### src/rtl/fp_pkg.sv
// Shared constants, flag positions and FSM state encoding for the
// floating-point post-adder normalization stage.
package fp_pkg;

    localparam int EXP_W   = 8;
    localparam int MAN_W   = 24;
    localparam int FRAC_W  = MAN_W - 1;
    localparam int RES_W   = 1 + EXP_W + FRAC_W;
    localparam int FLAG_W  = 3;
    localparam int SHIFT_W = 5;

    localparam int EXP_BIAS = 127;

    localparam logic [EXP_W-1:0]   EXP_MAX   = 8'hFF;
    localparam logic [SHIFT_W-1:0] MAX_SHIFT = 5'd23;

    // Bit positions inside the {overflow, underflow, zero} flag vector
    localparam int FLAG_OVF  = 2;
    localparam int FLAG_UNF  = 1;
    localparam int FLAG_ZERO = 0;

    typedef enum logic [1:0] {
        IDLE = 2'd0,
        NORM = 2'd1,
        OUT  = 2'd2
    } state_t;

endpackage

### src/rtl/fp_normalize_seq_if.sv
// Handshake bundle for the normalization stage: upstream result in,
// packed IEEE-754 word out. slave = the stage, master = its environment.
interface fp_normalize_seq_if;
    import fp_pkg::*;

    logic                 in_valid;
    logic                 in_ready;
    logic                 in_sign;
    logic [EXP_W-1:0]     in_exp;
    logic [MAN_W-1:0]     in_mant;
    logic                 in_carry;

    logic                 out_valid;
    logic                 out_ready;
    logic [RES_W-1:0]     out_result;
    logic [FLAG_W-1:0]    out_flags;
    logic [SHIFT_W-1:0]   out_shift;

    modport master (
        output in_valid,
        output in_sign,
        output in_exp,
        output in_mant,
        output in_carry,
        output out_ready,
        input  in_ready,
        input  out_valid,
        input  out_result,
        input  out_flags,
        input  out_shift
    );

    modport slave (
        input  in_valid,
        input  in_sign,
        input  in_exp,
        input  in_mant,
        input  in_carry,
        input  out_ready,
        output in_ready,
        output out_valid,
        output out_result,
        output out_flags,
        output out_shift
    );

endinterface

### src/rtl/fp_pack_result.sv
// Combinational exception detection and IEEE-754 single packing.
// Ports: i_sign/i_exp(9b)/i_mant/i_carry in; o_result, o_flags, and
// o_done (low when the mantissa still needs another left shift).
module fp_pack_result
    import fp_pkg::*;
(
    input  logic               i_sign,
    input  logic [EXP_W:0]     i_exp,
    input  logic [MAN_W-1:0]   i_mant,
    input  logic               i_carry,
    output logic [RES_W-1:0]   o_result,
    output logic [FLAG_W-1:0]  o_flags,
    output logic               o_done
);

    logic [EXP_W:0] w_exp_inc;

    // Extra exponent bit lets the carry increment be compared against
    // the all-ones code without wrapping.
    assign w_exp_inc = i_exp + 9'd1;

    always_comb begin
        o_result = '0;
        o_flags  = '0;
        o_done   = 1'b1;
        if (i_exp == {1'b0, EXP_MAX}) begin
            // Inf/NaN input exponent passes straight through
            o_result = {i_sign, EXP_MAX, i_mant[FRAC_W-1:0]};
        end else if (i_carry) begin
            // Right shift by one with the carry as new hidden bit;
            // the dropped LSB is truncated.
            if (w_exp_inc == {1'b0, EXP_MAX}) begin
                o_result          = {i_sign, EXP_MAX, {FRAC_W{1'b0}}};
                o_flags[FLAG_OVF] = 1'b1;
            end else begin
                o_result = {i_sign, w_exp_inc[EXP_W-1:0],
                            i_mant[MAN_W-1:1]};
            end
        end else if (i_mant == '0) begin
            // Exact cancellation always yields +0
            o_result           = '0;
            o_flags[FLAG_ZERO] = 1'b1;
        end else if (i_mant[MAN_W-1]) begin
            o_result = {i_sign, i_exp[EXP_W-1:0],
                        i_mant[FRAC_W-1:0]};
        end else if (i_exp <= 9'd1) begin
            // No denormal support: flush to signed zero
            o_result          = {i_sign, {(RES_W-1){1'b0}}};
            o_flags[FLAG_UNF] = 1'b1;
        end else begin
            o_done = 1'b0;
        end
    end

endmodule

### src/rtl/fp_normalize_seq.sv
// Iterative normalizer: one left shift per cycle until the hidden bit
// is set, then packs the word. Ports: clk, rst (sync, active-high),
// bus (slave modport: in_* upstream handshake, out_* downstream).
module fp_normalize_seq
    import fp_pkg::*;
(
    input  logic                clk,
    input  logic                rst,
    fp_normalize_seq_if.slave   bus
);

    state_t               r_state;
    logic                 r_sign;
    logic [EXP_W:0]       r_exp;
    logic [MAN_W-1:0]     r_mant;
    logic                 r_carry;
    logic [SHIFT_W-1:0]   r_shift;

    logic                 r_in_ready;
    logic                 r_out_valid;
    logic [RES_W-1:0]     r_result;
    logic [FLAG_W-1:0]    r_flags;
    logic [SHIFT_W-1:0]   r_out_shift;

    logic [RES_W-1:0]     w_result;
    logic [FLAG_W-1:0]    w_flags;
    logic                 w_done;

    fp_pack_result u_pack (
        .i_sign   (r_sign),
        .i_exp    (r_exp),
        .i_mant   (r_mant),
        .i_carry  (r_carry),
        .o_result (w_result),
        .o_flags  (w_flags),
        .o_done   (w_done)
    );

    always_ff @(posedge clk) begin
        if (rst) begin
            r_state     <= IDLE;
            r_sign      <= 1'b0;
            r_exp       <= '0;
            r_mant      <= '0;
            r_carry     <= 1'b0;
            r_shift     <= '0;
            r_in_ready  <= 1'b1;
            r_out_valid <= 1'b0;
            r_result    <= '0;
            r_flags     <= '0;
            r_out_shift <= '0;
        end else begin
            unique case (r_state)
                IDLE: begin
                    if (bus.in_valid) begin
                        r_sign     <= bus.in_sign;
                        r_exp      <= {1'b0, bus.in_exp};
                        r_mant     <= bus.in_mant;
                        r_carry    <= bus.in_carry;
                        r_shift    <= '0;
                        r_in_ready <= 1'b0;
                        r_state    <= NORM;
                    end
                end
                NORM: begin
                    if (w_done) begin
                        r_result    <= w_result;
                        r_flags     <= w_flags;
                        r_out_shift <= r_shift;
                        r_out_valid <= 1'b1;
                        r_state     <= OUT;
                    end else begin
                        r_mant <= r_mant << 1;
                        r_exp  <= r_exp - 9'd1;
                        // A nonzero mantissa reaches the hidden bit
                        // before the count can pass MAX_SHIFT.
                        if (r_shift != MAX_SHIFT) begin
                            r_shift <= r_shift + 5'd1;
                        end
                    end
                end
                OUT: begin
                    if (bus.out_ready) begin
                        r_out_valid <= 1'b0;
                        r_in_ready  <= 1'b1;
                        r_state     <= IDLE;
                    end
                end
                default: begin
                    r_out_valid <= 1'b0;
                    r_in_ready  <= 1'b1;
                    r_state     <= IDLE;
                end
            endcase
        end
    end

    assign bus.in_ready   = r_in_ready;
    assign bus.out_valid  = r_out_valid;
    assign bus.out_result = r_result;
    assign bus.out_flags  = r_flags;
    assign bus.out_shift  = r_out_shift;

endmodule

### src/flat_wrapper.sv
// flat-port wrapper written by rule: the top's interface ports become plain ports
module fp_normalize_seq_flat import fp_pkg::*;
  (clk, rst, bus_in_valid, bus_in_sign, bus_in_exp, bus_in_mant, bus_in_carry, bus_out_ready, bus_in_ready, bus_out_valid, bus_out_result, bus_out_flags, bus_out_shift);
  fp_normalize_seq_if bus_i ();
  input  logic clk;
  input  logic rst;
  input wire logic [$bits(bus_i.in_valid)-1:0] bus_in_valid;
  input wire logic [$bits(bus_i.in_sign)-1:0] bus_in_sign;
  input wire logic [$bits(bus_i.in_exp)-1:0] bus_in_exp;
  input wire logic [$bits(bus_i.in_mant)-1:0] bus_in_mant;
  input wire logic [$bits(bus_i.in_carry)-1:0] bus_in_carry;
  input wire logic [$bits(bus_i.out_ready)-1:0] bus_out_ready;
  output wire logic [$bits(bus_i.in_ready)-1:0] bus_in_ready;
  output wire logic [$bits(bus_i.out_valid)-1:0] bus_out_valid;
  output wire logic [$bits(bus_i.out_result)-1:0] bus_out_result;
  output wire logic [$bits(bus_i.out_flags)-1:0] bus_out_flags;
  output wire logic [$bits(bus_i.out_shift)-1:0] bus_out_shift;
  assign bus_i.in_valid = bus_in_valid;
  assign bus_i.in_sign = bus_in_sign;
  assign bus_i.in_exp = bus_in_exp;
  assign bus_i.in_mant = bus_in_mant;
  assign bus_i.in_carry = bus_in_carry;
  assign bus_i.out_ready = bus_out_ready;
  assign bus_in_ready = bus_i.in_ready;
  assign bus_out_valid = bus_i.out_valid;
  assign bus_out_result = bus_i.out_result;
  assign bus_out_flags = bus_i.out_flags;
  assign bus_out_shift = bus_i.out_shift;
  fp_normalize_seq u_core (.clk(clk), .rst(rst), .bus(bus_i));
endmodule
### config.mk
export PLATFORM = sky130hd
export DESIGN_NAME = fp_normalize_seq_flat
export DESIGN_NICKNAME = d
export VERILOG_FILES = /design/src/rtl/fp_pkg.sv /design/src/rtl/fp_normalize_seq_if.sv /design/src/rtl/fp_pack_result.sv /design/src/rtl/fp_normalize_seq.sv /design/src/flat_wrapper.sv
export SDC_FILE = /design/constraint.sdc
export NUM_CORES = 1
export LEC_CHECK = 0
export ABC_CLOCK_PERIOD_IN_PS = 3700
export CAP_MARGIN = 20
export CORE_MARGIN = 2
export CORE_UTILIZATION = 30
export DETAILED_ROUTE_END_ITERATION = 8
export PLACE_DENSITY = 0.58
export SLEW_MARGIN = 20
export SYNTH_ARGS = -nofsm -noshare
export SYNTH_HDL_FRONTEND = slang
export SYNTH_SLANG_ARGS = --single-unit
### constraint.sdc
create_clock -name clk -period 3.7 [get_ports clk]
set_input_delay 0.555 -clock clk [delete_from_list [all_inputs] [get_ports clk]]
set_output_delay 0.555 -clock clk [all_outputs]
set_load 0.005 [all_outputs]
==> impl_metrics.yaml <==
yosys:
  synth_flop_cell: "dfxtp_1"
  synthSimpleGateAreaFrac_pct: 24.11
  syn_nets: 586
  synth_area_leaders: "dfxtp_1 (38%), nand2_1 (7.8%), a311oi_1 (6.2%)"
  synth_xor_area_share_pct: 0.6014
  synthArstFlopShare_pct: 0
  synth_top_family_by_area: "compound AO/OA/AOI/OAI gates"
  yosys.area.top_type: "dfxtp_1"
  netlist_instances: 542
  ys_ff_latch: 84
  yosysUniqueCellTypes: 57
  synthMuxAreaShare_pct: 0
  netlist.area_leader.share_pct: 38.49
  synth_edf_count: 0
  synth_compound_area_share_pct: 28.92
  ys_warn_count: 0
  synth_fa_ha_area_share_pct: 1.718
  syn_area_per_cell_um2: 8.061
  ys_seq_area_share_pct: 38.49
  netlist_area_um2: 4369
sta:
  fin_setup_tns_ns: 0
  hold_ws_ns: 0.4755
  fmax_mhz: 301.7
  relSlewSlack_pct: 45.21
  fin_skew_ns: 0.008843
  setup_viol: 0
  grt_setup_unrepaired: "no"
  hold_violations: 0
  finalCritPeriodShare_pct: 89.60
  fin_crit_ns: 3.315
  tightest_slew_ns: 0.8218
  finalWorstSetupSlack_ns: 0.3850
  finalMaxSlewViolations: 0
layout:
  final_common_cell: "nand2_1"
  area_growth_pct: 28.47
  final_cell_mix: "nand2_1 (91), dfxtp_1 (84), clkdlybuf4s50_1 (78)"
  nNetsFinal: 637
  diodes: 0
  drive_gt1_share_pct: 11.04
floorplanning:
  die-area_um2: 15550
  core_area_um2: 14370
  die_w_um: 124.7
  std_cell_rows: 44
  start_util_pct: 30.41
  die_h_um: 124.7
  ios: 80
setup_path:
  crit_type: "flip-flop to flip-flop"
  cp.arrival_ns: 3.50
  required_ns: 3.88
  cp-end-kind: "flip-flop"
  critPathMaxFanout: 15
  cp-startpoint: "u_core.r_exp[0]$_SDFFE_PP0P_"
  r2r_start: "u_core.r_exp[0]$_SDFFE_PP0P_"
  crit_path_start_kind: "flip-flop"
power:
  leakagePower_nw: 1.846
  power_density_nw_per_um2: 613.0
  max-vdd-ir-drop_uv: 293.2
route:
  post-route-drc-count: 0
  viasPerCell: 5.712
  wl_met3_um: 741
  drt-initial-drc-count: 410
  ant_nets: 0
  wl_met1_mm: 6.303
  wirelength_mm: 13.94
  wire_per_inst_um: 17.82
  topRoutingLayerUsed: "met4"
  drt_pass1_iterations: 5
  via_count: 4467
  met2_wirelength_mm: 6.498
grt:
  grt_max_degree: 67
  grt_first_pass_wirelength_mm: 22.39
  grt_pass1_vias: 4209
  antenna_found_initial: 0
  grtUsageTotal_pct: 17.70
  grt_overflow_total: 0
worst_hold_path:
  min_path_type: "flip-flop to flip-flop"
  hp-start: "u_core.bus.out_shift[2]$_SDFFE_PP0P_"
cts:
  cts_sinks: 84
  cts_hold_buf: 0
  h-tree-depth: 3
  clock_latency_ns: 0.34
  cts_buffer_depth: 2
  root_buffer: "clkbuf_16"
  postCtsSetupBuffers: 0
  tritoncts: "yes"
  numCtsBuffers: 9
  clkTransAtPathRegs_ns: 0.06
  cts_resized: 0
place:
  place_congestion: 0.8692
  hpwl_mm: 9.443
  portBuffers: 79
  pre_cts_ws_ns: 0.4253
run:
  max-cap-violations: 0
status:
  status: "finished clean"
report_power, final:
group          switching [mW]  internal [mW]
Clock                   0.364          0.609
Sequential              0.180           1.07
Combinational           0.712          0.510
Total                    1.26           2.18
flip-flops by register name, indices dropped and copies added, names as in the netlist:
register / count
u_core.bus.out_flags: 3
u_core.bus.out_valid: 1
u_core.bus.out_shift: 5
u_core.r_mant: 24
u_core.r_state: 2
u_core.r_exp: 9
u_core.bus.in_ready: 1
u_core.bus.out_result: 32
u_core.r_shift: 5
u_core.r_sign: 1
u_core.r_carry: 1
synth_stat cells, drive strengths merged, types with 8 or more instances:
cell,count
nor4,10
a21oi,53
inv,8
o211ai,9
nor3,33
nor2,20
a311oi,47
dfxtp,84
buf,14
clkbuf,40
nand2,93
nand3,36
o21ai,13
worst paths after layout:
| path | to | slack (ns) | cells after the start |
|---|---|---|---|
| worst max-delay path | u_core.r_mant[19]$_SDFFE_PP0P_ | 0.38 | 11 |
| worst min-delay path | u_core.bus.out_shift[2]$_SDFFE_PP0P_ | 0.48 | 2 |
| worst max register to register | u_core.r_mant[19]$_SDFFE_PP0P_ | 0.38 | 11 |
| worst min register to register | u_core.bus.out_shift[2]$_SDFFE_PP0P_ | 0.48 | 2 |
metrics by stage:
step | instances | power [mW] | utilization (%) | cell area (um^2)
2_1_floorplan | 542 | 2.010 | - | 4369
3_3_place_gp | 766 | 2.449 | 36.84 | 5294
3_5_place_dp | 766 | 2.475 | 36.84 | 5294
4_1_cts | 782 | 3.461 | 39.06 | 5613
5_1_grt | 782 | 3.644 | 39.06 | 5613
6_report | 782 | 3.441 | 39.06 | 5613
layout make-up:
| cell class | count | area, um^2 |
|---|---|---|
| Clock buffer | 12 | 246.5 |
| Clock inverter | 4 | 72.57 |
| Fill cell | 1475 | 8756 |
| Inverter | 9 | 33.78 |
| Multi-Input combinational cell | 395 | 2437 |
| Sequential cell | 84 | 1682 |
| Tap cell | 184 | 230.2 |
| Timing Repair Buffer | 94 | 910.9 |
kinds of logic after synthesis:
kind of cell | after synthesis
AND/OR/NAND/NOR | 222
flip-flops | 84
adder cells (fa/ha/maj) | 6
buffers and inverters | 63
AO/OA/AOI/OAI | 164
XOR/XNOR | 3
routing by layer:
| layer | vias up | GRT usage (%) |
|---|---|---|
| met2 | 173 | 27.93 |
| met4 | 0 | 7.799 |
| li1 | 2130 | - |
| met5 | - | 0 |
| met1 | 2139 | 23.82 |
| met3 | 25 | 2.835 |
worst max-delay path: stages (launching register included):
cell,delay (ns)
dfxtp_1,0.39
ha_1,0.29
and3_1,0.22
nand3_1,0.12
nor2_1,0.07
ha_1,0.34
or3_4,0.39
a41o_2,0.30
a211o_1,0.38
nand2_2,0.37
buf_12,0.20
a311oi_2,0.09
(Power assumes the default switching activity.)
